`config.mk`:
```
export PLATFORM = sky130hd
export DESIGN_NAME = msb_scan_param
export DESIGN_NICKNAME = d
export VERILOG_FILES = /design/src/rtl/msb_scan_param.sv
export SDC_FILE = /design/constraint.sdc
export NUM_CORES = 1
export LEC_CHECK = 0
export CAP_MARGIN = 15
export CORE_ASPECT_RATIO = 1.75
export CORE_MARGIN = 5
export CORE_UTILIZATION = 55
export CTS_CLUSTER_DIAMETER = 100
export DETAILED_ROUTE_END_ITERATION = 8
export GPL_ROUTABILITY_DRIVEN = 0
export PLACE_DENSITY = 0.84
export SYNTH_ARGS = -nofsm -noshare
export SYNTH_HDL_FRONTEND = slang
export SYNTH_SLANG_ARGS = --single-unit
```
`constraint.sdc`:
```
create_clock -name clk -period 6.5 [get_ports clk]
set_input_delay 0.975 -clock clk [delete_from_list [all_inputs] [get_ports clk]]
set_output_delay 0.975 -clock clk [all_outputs]
set_load 0.02 [all_outputs]
```
`src/rtl/msb_scan_param.sv`:
```
// -----------------------------------------------------------------------------
// msb_scan_param
//   Sequential first-set-bit search. A captured word is walked one CHUNK-bit
//   slice per cycle, from the top slice down (MSB mode) or from the bottom
//   slice up (LSB mode). The walk stops at the first nonzero slice and the
//   result is the 1-based bit position, or 0 with out_zero set when the word
//   is all zeros. Results are held in DONE until the consumer handshakes.
//
//   Optional feature macro: MSB_SCAN_POPCNT_EN
//     When defined, an out_popcnt port reports the number of set bits in the
//     captured word. The count is taken at the capture edge, so it is valid in
//     DONE whether or not the scan ended early.
// -----------------------------------------------------------------------------
module msb_scan_param #(
  parameter  int WIDTH = 32,
  parameter  int CHUNK = 8,
  localparam int PW    = $clog2(WIDTH + 1)
) (
  input  logic             clk,
  input  logic             rst,
  input  logic             in_valid,
  output logic             in_ready,
  input  logic [WIDTH-1:0] in_data,
  input  logic             in_mode,
  output logic             out_valid,
  input  logic             out_ready,
  output logic [PW-1:0]    out_pos,
  output logic             out_zero,
`ifdef MSB_SCAN_POPCNT_EN
  output logic [PW-1:0]    out_popcnt,
`endif
  output logic             busy
);

  // ---------------------------------------------------------------------------
  // Derived sizes
  // ---------------------------------------------------------------------------
  localparam int NCHUNK = WIDTH / CHUNK;
  localparam int IW     = (NCHUNK > 1) ? $clog2(NCHUNK) : 1;
  localparam int CPW    = $clog2(CHUNK + 1);

  localparam logic [IW-1:0] FIRST_IDX = '0;
  localparam logic [IW-1:0] LAST_IDX  = IW'(NCHUNK - 1);

  // A word that does not split into whole slices would leave bits that are
  // never examined, so such a configuration must not elaborate.
  generate
    if ((CHUNK < 1) || ((WIDTH % CHUNK) != 0)) begin : g_bad_cfg
      $error("msb_scan_param: WIDTH must be a positive multiple of CHUNK");
    end
  endgenerate

  // Search direction of the captured request.
  localparam logic MODE_MSB = 1'b0;

  typedef enum logic [1:0] {
    S_IDLE,
    S_SCAN,
    S_DONE
  } state_e;

  // ---------------------------------------------------------------------------
  // Helper functions
  // ---------------------------------------------------------------------------

  // 1-based position of the highest set bit in a slice (0 if none).
  function automatic logic [CPW-1:0] slice_hi_pos(input logic [CHUNK-1:0] s);
    logic [CPW-1:0] p;
    p = '0;
    for (int i = 0; i < CHUNK; i++) begin
      if (s[i]) p = CPW'(i + 1);
    end
    return p;
  endfunction

  // 1-based position of the lowest set bit in a slice (0 if none).
  function automatic logic [CPW-1:0] slice_lo_pos(input logic [CHUNK-1:0] s);
    logic [CPW-1:0] p;
    p = '0;
    for (int i = CHUNK - 1; i >= 0; i--) begin
      if (s[i]) p = CPW'(i + 1);
    end
    return p;
  endfunction

`ifdef MSB_SCAN_POPCNT_EN
  // Number of set bits in a full word.
  function automatic logic [PW-1:0] word_popcnt(input logic [WIDTH-1:0] w);
    logic [PW-1:0] c;
    c = '0;
    for (int i = 0; i < WIDTH; i++) begin
      c = c + PW'(w[i]);
    end
    return c;
  endfunction
`endif

  // ---------------------------------------------------------------------------
  // State
  // ---------------------------------------------------------------------------
  state_e            state_q,  state_d;
  logic [WIDTH-1:0]  word_q,   word_d;
  logic              mode_q,   mode_d;
  logic [IW-1:0]     idx_q,    idx_d;
  logic [PW-1:0]     pos_q,    pos_d;
  logic              zero_q,   zero_d;
`ifdef MSB_SCAN_POPCNT_EN
  logic [PW-1:0]     popcnt_q, popcnt_d;
`endif

  // ---------------------------------------------------------------------------
  // Datapath for the slice currently under examination
  // ---------------------------------------------------------------------------
  logic [CHUNK-1:0]  slice;
  logic              slice_nz;
  logic [CPW-1:0]    slice_pos;
  logic              idx_is_last;
  logic [IW-1:0]     idx_step;
  logic [PW-1:0]     found_pos;

  // Select the slice addressed by the index and locate its set bit.
  always_comb begin
    // NOTE: every signal assigned in an always_comb gets a default first, so
    // no path leaves it unassigned and no latch is inferred.
    slice = '0;
    for (int c = 0; c < NCHUNK; c++) begin
      if (idx_q == IW'(c)) slice = word_q[c*CHUNK +: CHUNK];
    end

    slice_nz    = |slice;
    slice_pos   = (mode_q == MODE_MSB) ? slice_hi_pos(slice) : slice_lo_pos(slice);

    // The boundary slice depends on direction; the scan never steps past it,
    // so the index stays inside 0..NCHUNK-1 without wrapping.
    idx_is_last = (mode_q == MODE_MSB) ? (idx_q == FIRST_IDX) : (idx_q == LAST_IDX);
    idx_step    = (mode_q == MODE_MSB) ? (idx_q - IW'(1)) : (idx_q + IW'(1));

    found_pos   = PW'(int'(idx_q) * CHUNK + int'(slice_pos));
  end

  // ---------------------------------------------------------------------------
  // Next-state logic
  // ---------------------------------------------------------------------------

  // Compute the FSM transition and the next value of every register.
  always_comb begin
    state_d  = state_q;
    word_d   = word_q;
    mode_d   = mode_q;
    idx_d    = idx_q;
    pos_d    = pos_q;
    zero_d   = zero_q;
`ifdef MSB_SCAN_POPCNT_EN
    popcnt_d = popcnt_q;
`endif

    unique case (state_q)
      S_IDLE: begin
        if (in_valid) begin
          word_d   = in_data;
          mode_d   = in_mode;
          idx_d    = (in_mode == MODE_MSB) ? LAST_IDX : FIRST_IDX;
`ifdef MSB_SCAN_POPCNT_EN
          popcnt_d = word_popcnt(in_data);
`endif
          state_d  = S_SCAN;
        end
      end

      S_SCAN: begin
        if (slice_nz) begin
          pos_d   = found_pos;
          zero_d  = 1'b0;
          state_d = S_DONE;
        end else if (idx_is_last) begin
          pos_d   = '0;
          zero_d  = 1'b1;
          state_d = S_DONE;
        end else begin
          idx_d   = idx_step;
        end
      end

      S_DONE: begin
        // Result registers are untouched here, so they hold until the handshake.
        if (out_ready) state_d = S_IDLE;
      end

      default: begin
        state_d = S_IDLE;
      end
    endcase
  end

  // ---------------------------------------------------------------------------
  // Registers
  // ---------------------------------------------------------------------------

  // Single clocked process for the FSM and datapath, reset has priority.
  always_ff @(posedge clk) begin
    // NOTE: sequential state uses non-blocking assignments so every register
    // samples the pre-edge value of every other register.
    if (rst) begin
      // NOTE: the captured word is cleared on reset as well, so an aborted
      // request leaves no stale data behind for the next one.
      state_q  <= S_IDLE;
      word_q   <= '0;
      mode_q   <= MODE_MSB;
      idx_q    <= '0;
      pos_q    <= '0;
      zero_q   <= 1'b0;
`ifdef MSB_SCAN_POPCNT_EN
      popcnt_q <= '0;
`endif
    end else begin
      state_q  <= state_d;
      word_q   <= word_d;
      mode_q   <= mode_d;
      idx_q    <= idx_d;
      pos_q    <= pos_d;
      zero_q   <= zero_d;
`ifdef MSB_SCAN_POPCNT_EN
      popcnt_q <= popcnt_d;
`endif
    end
  end

  // ---------------------------------------------------------------------------
  // Outputs: straight decodes of the state register and result registers
  // ---------------------------------------------------------------------------
  assign in_ready   = (state_q == S_IDLE);
  assign out_valid  = (state_q == S_DONE);
  assign busy       = (state_q != S_IDLE);
  assign out_pos    = pos_q;
  assign out_zero   = zero_q;
`ifdef MSB_SCAN_POPCNT_EN
  assign out_popcnt = popcnt_q;
`endif

endmodule
```
## Yosys cells after proc, flatten, opt, wreduce, memory -nomap -nowiden

Index checks and enable logic that the tools add are counted.

| word-level totals | value |
|---|---|
| bits in registers | 44 |
| latch bits | 0 |
| memory bits (writable) | 0 |
| bits in read-only memories | 0 |
| bits of input ports | 37 |
| output and inout bits | 10 |
| word-level logic and storage cells | 66 |
| memories | 0 |

| operators by class | value |
|---|---|
| add/subtract/negate cells | 3 |
| multipliers | 0 |
| divide/modulo/power cells | 0 |
| magnitude comparators | 0 |
| equal/unequal tests | 10 |
| shifts and indexed selects | 0 |
| multiplexer cells | 37 |
| bitwise logic cells | 0 |
| reductions and logical operators | 10 |

Operator list:

| kind | number |
|---|---|
| $mux 4 | 16 |
| $mux 8 | 4 |
| $mux 2 | 9 |
| $mux 6 | 2 |
| $reduce_or 8->1 | 1 |
| $add 5x4->6 | 1 |
| $eq 2x2->1 const B | 3 |
| $ne 2x2->1 const B | 3 |
| $pmux 2 s3 | 1 |
| $reduce_bool 2->1 | 3 |
| $eq 2x1->1 const B | 2 |
| $logic_not 2->1 | 2 |
| $mux 1 | 4 |
| $pmux 2 s2 | 1 |
| $reduce_and 2->1 | 2 |
| $reduce_and 4->1 | 1 |
| $ne 3x3->1 const B | 1 |
| $reduce_and 3->1 | 1 |
| $add 2x1->2 const B | 1 |
| $ne 2x1->1 const B | 1 |
| $sub 2x1->2 const B | 1 |

## Logic depth before layout (Yosys ltp)

| logic depth | value |
|---|---|
| depth in word-level cells | 16 |
| gate-level depth with buffers | 11 |
| mapped depth without buffers | 10 |

## Worst setup path before layout

OpenSTA, ideal clock, no wires.

| timing | value |
|---|---|
| path type | reg-to-reg |
| start point | register idx_q[0] |
| end point | register pos_q[4] (netlist: out_pos[4]) |
| setup time | 117 ps |
| arrival time | 2485 ps |
| required time | 6383 ps |
| path slack | 3898 ps |
| cell stages (with the launch flop) | 12 |
| buffers on the path | 1 |
| period minus slack after synthesis | 2602 ps |
| cell sequence | dfxtp_1 inv_1 ha_1 buf_6 a211oi_2 a221oi_2 nor4b_4 nand3_1 a21oi_1 ha_1 ha_1 a22o_1 |

| between the ends | value |
|---|---|
| longest elaborated chain between the ends | 16 |
| elaborated cells between the ends (all ways) | 31 |
| classes of those cells | add/sub (1); eq/ne (3); mux (23); reduce/logical (4) |

RTL lines:

| what | RTL line | RTL |
|---|---|---|
| start: declaration | 104 | `logic [IW-1:0] idx_q, idx_d;` |
| start signal: assignment | 219 | `idx_q <= idx_d;` |
| $logic_not 2->1 | 127, 135 |  |
| $mux 8 (4 in a row) | 127 | `if (idx_q == IW'(c)) slice = word_q[c*CHUNK +: CHUNK];` |
| $mux 1 / $mux 4 (equally long branches) | 71, 81 |  |
| $mux 4 (on tied branches) (7 in a row) | 71, 81 |  |
| $mux 4 | 131 | `slice_pos = (mode_q == MODE_MSB) ? slice_hi_pos(slice) : slice_lo_pos(slice);` |
| $add 5x4->6 | 138 | `found_pos = PW'(int'(idx_q) * CHUNK + int'(slice_pos));` |
| $mux 6 | 171 | `if (slice_nz) begin` |
| end signal: assignment | 220 | `pos_q <= pos_d;` |
| end: declaration | 105 | `logic [PW-1:0] pos_q, pos_d;` |

Several ways; a longest one is shown, not always the timed one.
A chain may end at the register's enable or synchronous reset.

## Worst setup path after layout

Ends and elaborated chain as after synthesis.

==> results.md <==
* Status: finished clean
* Die H at 95.91 um
* Syn Nets at between 300 and 400
* Kind of critical path: register to register
* Slowest-stage cell, CP: ha_1
* CTS Buf Count at 5
* Worst Hold End: word_q[16]$_SDFFE_PP0P_
* Top post-synthesis cells by area: dfxtp_1, nand2_1, a21oi_1
* Area leader, netlist: dfxtp_1
* Reg2reg start: idx_q[0]$_SDFFE_PP0P_
* Minimum clock period at 3.057 ns
* Initial drt markers at 40
* 1st-pass router iterations at 4
* Arr. time, crit path at 3.26 ns
* Setup tns final at 0 ns
* Drt total wl at 5464 um
* Synth cell count leaders: nand2_1, dfxtp_1, a21oi_1, clkbuf_1, inv_1
* Total track usage at 0.2066
* Setup Buffers After CTS at 0
* CP Launch Type: register
* Final period utilization at 0.4703
* Hold Violations, Final at 0
* Worst-Margin Slew at 0.9943 ns
* Antenna cells at 0
* Hold/Removal Path Class: register to register
* WHS at 0.4592 ns
* CTS root buffer: clkbuf_8
* FFs w/ async S/R, synth at 0
* Seq cells post-synth at 44
* Cell Rows at 31
* Die area at 5667 um2
* Critical path's largest stage delay at 0.52 ns
* IO buf count at 46
* Die W at approximately 59 um
* Skew final at 0.007840 ns
* Leak pwr at 1.049 nW
* Worst-skew pair later-pin latency at ~0.3 ns
* Post-DRT Antenna Nets at 0
* # hold bufs at CTS at 0
* Fmax at 0.3271 GHz
* Slew headroom at 0.3355
* Number of clock sinks at 44
* CP most frequent cell: ha_1
* Via count at 2108
* Clock buffer depth at 2
* WP data required at around 6.7 ns
* Most common cell in the netlist: nand2_1
* Gate Count Post-Synth at between 200 and 300
* Worst hold path depth at 2
* Vias in the first global route at 2071
* Power Total at 687.4 uW
* CP Max Fanout at 16
* Synth top area share at 0.3797
* Vias per inst at 5.839
* Top_reg_cell synth: dfxtp_1
* Seq/Total Area, Yosys at 0.3797
* Yosys cell types at 45
* Fin nets at ~360
* Largest net degree at the start of global routing at 45
* Initial antenna violation count at 0
* WL/cell at 15.14 um
* Ports at 47
* Htree depth at 2
* R2r worst-path depth at 10
* Global-route wire length before repair at ~8900 um
* Congestion Overflow GR at 0
* Avg Cell Area, Syn at 8.435 um2
* Critical Path End Type: register
* Worst VDD drop at around 220 uV
* Worst R2R End: out_pos[4]$_SDFFE_PP0P_
* Number of synthesized flops with an enable pin at 0
* Mapped Area at 2320 um2
* Pwr/cell area at 240.1 nW/um2
* Post_cts resized at 0
* Slew Viols, Final at 0
* HP Start: word_q[16]$_SDFFE_PP0P_
* Clock transition at the registers of the reported paths at 0.08 ns
* Final setup viols at 0
* RSZ-0062 raised after global routing: false
* Share of layout cells above drive strength 1 at 0.09936
* Layout area overhead at 23.41%
* MaxCap Viol Count at 0
* Crit-path cells: inv_1 > ha_1 > nor3b_1 > a221oi_2 > nor4b_4 > nand3_1 > a21oi_1 > ha_1 > ha_1 > a22o_1
* TritonCTS clock tree: yes
* Core region area at a little over 4000 um2
* DP Wirelength at between 4000 and 5000 um
* YS warnings at 0
* DR DRC count at 0
* Finished Core Util at 0.6963
* Starting Density at 0.5642
* Reg-to-reg slack, setup at 3.44 ns
* Critical Path Source: idx_q[0]$_SDFFE_PP0P_
==> where the power goes <==
group,leakage [nW],internal [mW],total (mW),switching [mW]
combinational,0.648,0.101,0.222,0.120
sequential,0.361,0.290,0.305,0.0146
clock,0.0410,0.0730,0.161,0.0880
total,1.05,0.464,0.687,0.223
==> state kept, by name, summed over array words and instances (netlist names) <==
register and count:
word_q 32, out_pos 6, idx_q 2, state_q 2, mode_q 1, out_zero 1
==> layout by cell type (no fill, tap or decap), drive strengths merged, types with 2 or more instances in the layout <==
cell type      count
o21ai              4
and2               2
ha                 6
a32o               2
a221o              6
clkdlybuf4s50     46
dfxtp             44
nand2             69
nor3b              8
a211oi            12
nand3b             8
a22o               3
nor2               9
buf                3
a21oi             38
nand2b             2
clkbuf             6
nor2b              3
a31oi              2
inv               13
a221oi             7
==> through the flow <==
| stage | area, um2 | worst slack [ns] | cells |
|---|---|---|---|
| after floorplan | 2320 | 3.898 | 275 |
| after global placement | 2758 | 3.533 | 353 |
| after detailed placement | 2758 | 3.421 | 353 |
| after CTS | 2835 | 3.444 | 360 |
| after global routing | 2863 | 3.197 | 361 |
| final | 2863 | 3.443 | 361 |
==> worst max-delay path, delay by kind of cell (launching register included) <==
| family | cells | cell delay (ns) |
|---|---|---|
| AO/OA/AOI/OAI | 3 | 0.52 |
| adder cells (fa/ha/maj) | 3 | 0.92 |
| buffers and inverters | 1 | 0.17 |
| flip-flops | 1 | 0.36 |
| AND/OR/NAND/NOR | 3 | 0.97 |
==> worst max path at each step <==
stage,end,slack (ns)
2_1_floorplan,out_pos[4]$_SDFFE_PP0P_,3.90
3_3_place_gp,idx_q[0]$_SDFFE_PP0P_,3.53
3_5_place_dp,idx_q[0]$_SDFFE_PP0P_,3.42
4_1_cts,out_pos[4]$_SDFFE_PP0P_,3.44
5_1_grt,out_pos[4]$_SDFFE_PP0P_,3.20
6_report,out_pos[4]$_SDFFE_PP0P_,3.44
==> routing by layer <==
| metal | global-route usage | vias to the layer above | wire length [um] |
|---|---|---|---|
| met5 | 0 | - | 0 |
| met4 | 0.1437 | 0 | 282 |
| met3 | 0.04564 | 26 | 242 |
| met2 | 0.3801 | 51 | 2972 |
| met1 | 0.1944 | 985 | 1967 |
| li1 | - | 1046 | - |
==> logic make-up after synthesis <==
kind of cell             after synthesis  share of synthesized area
buffers and inverters                 32                    0.06365
flip-flops                            44                     0.3797
AND/OR/NAND/NOR                      107                     0.2411
adder cells (fa/ha/maj)                6                    0.03236
XOR/XNOR                               1                   0.003776
AO/OA/AOI/OAI                         83                     0.2702
multiplexers                           2                   0.009169
==> cell type report <==
class                           instances  area, um2
Clock buffer                            6      72.57
Sequential cell                        44      880.8
Fill cell                             354       1249
Timing Repair Buffer                   49      503.0
Inverter                               13      48.80
Tap cell                               49      61.31
Multi-Input combinational cell        199       1291
Clock inverter                          1      5.005
Power figures use the tool's default switching activity.
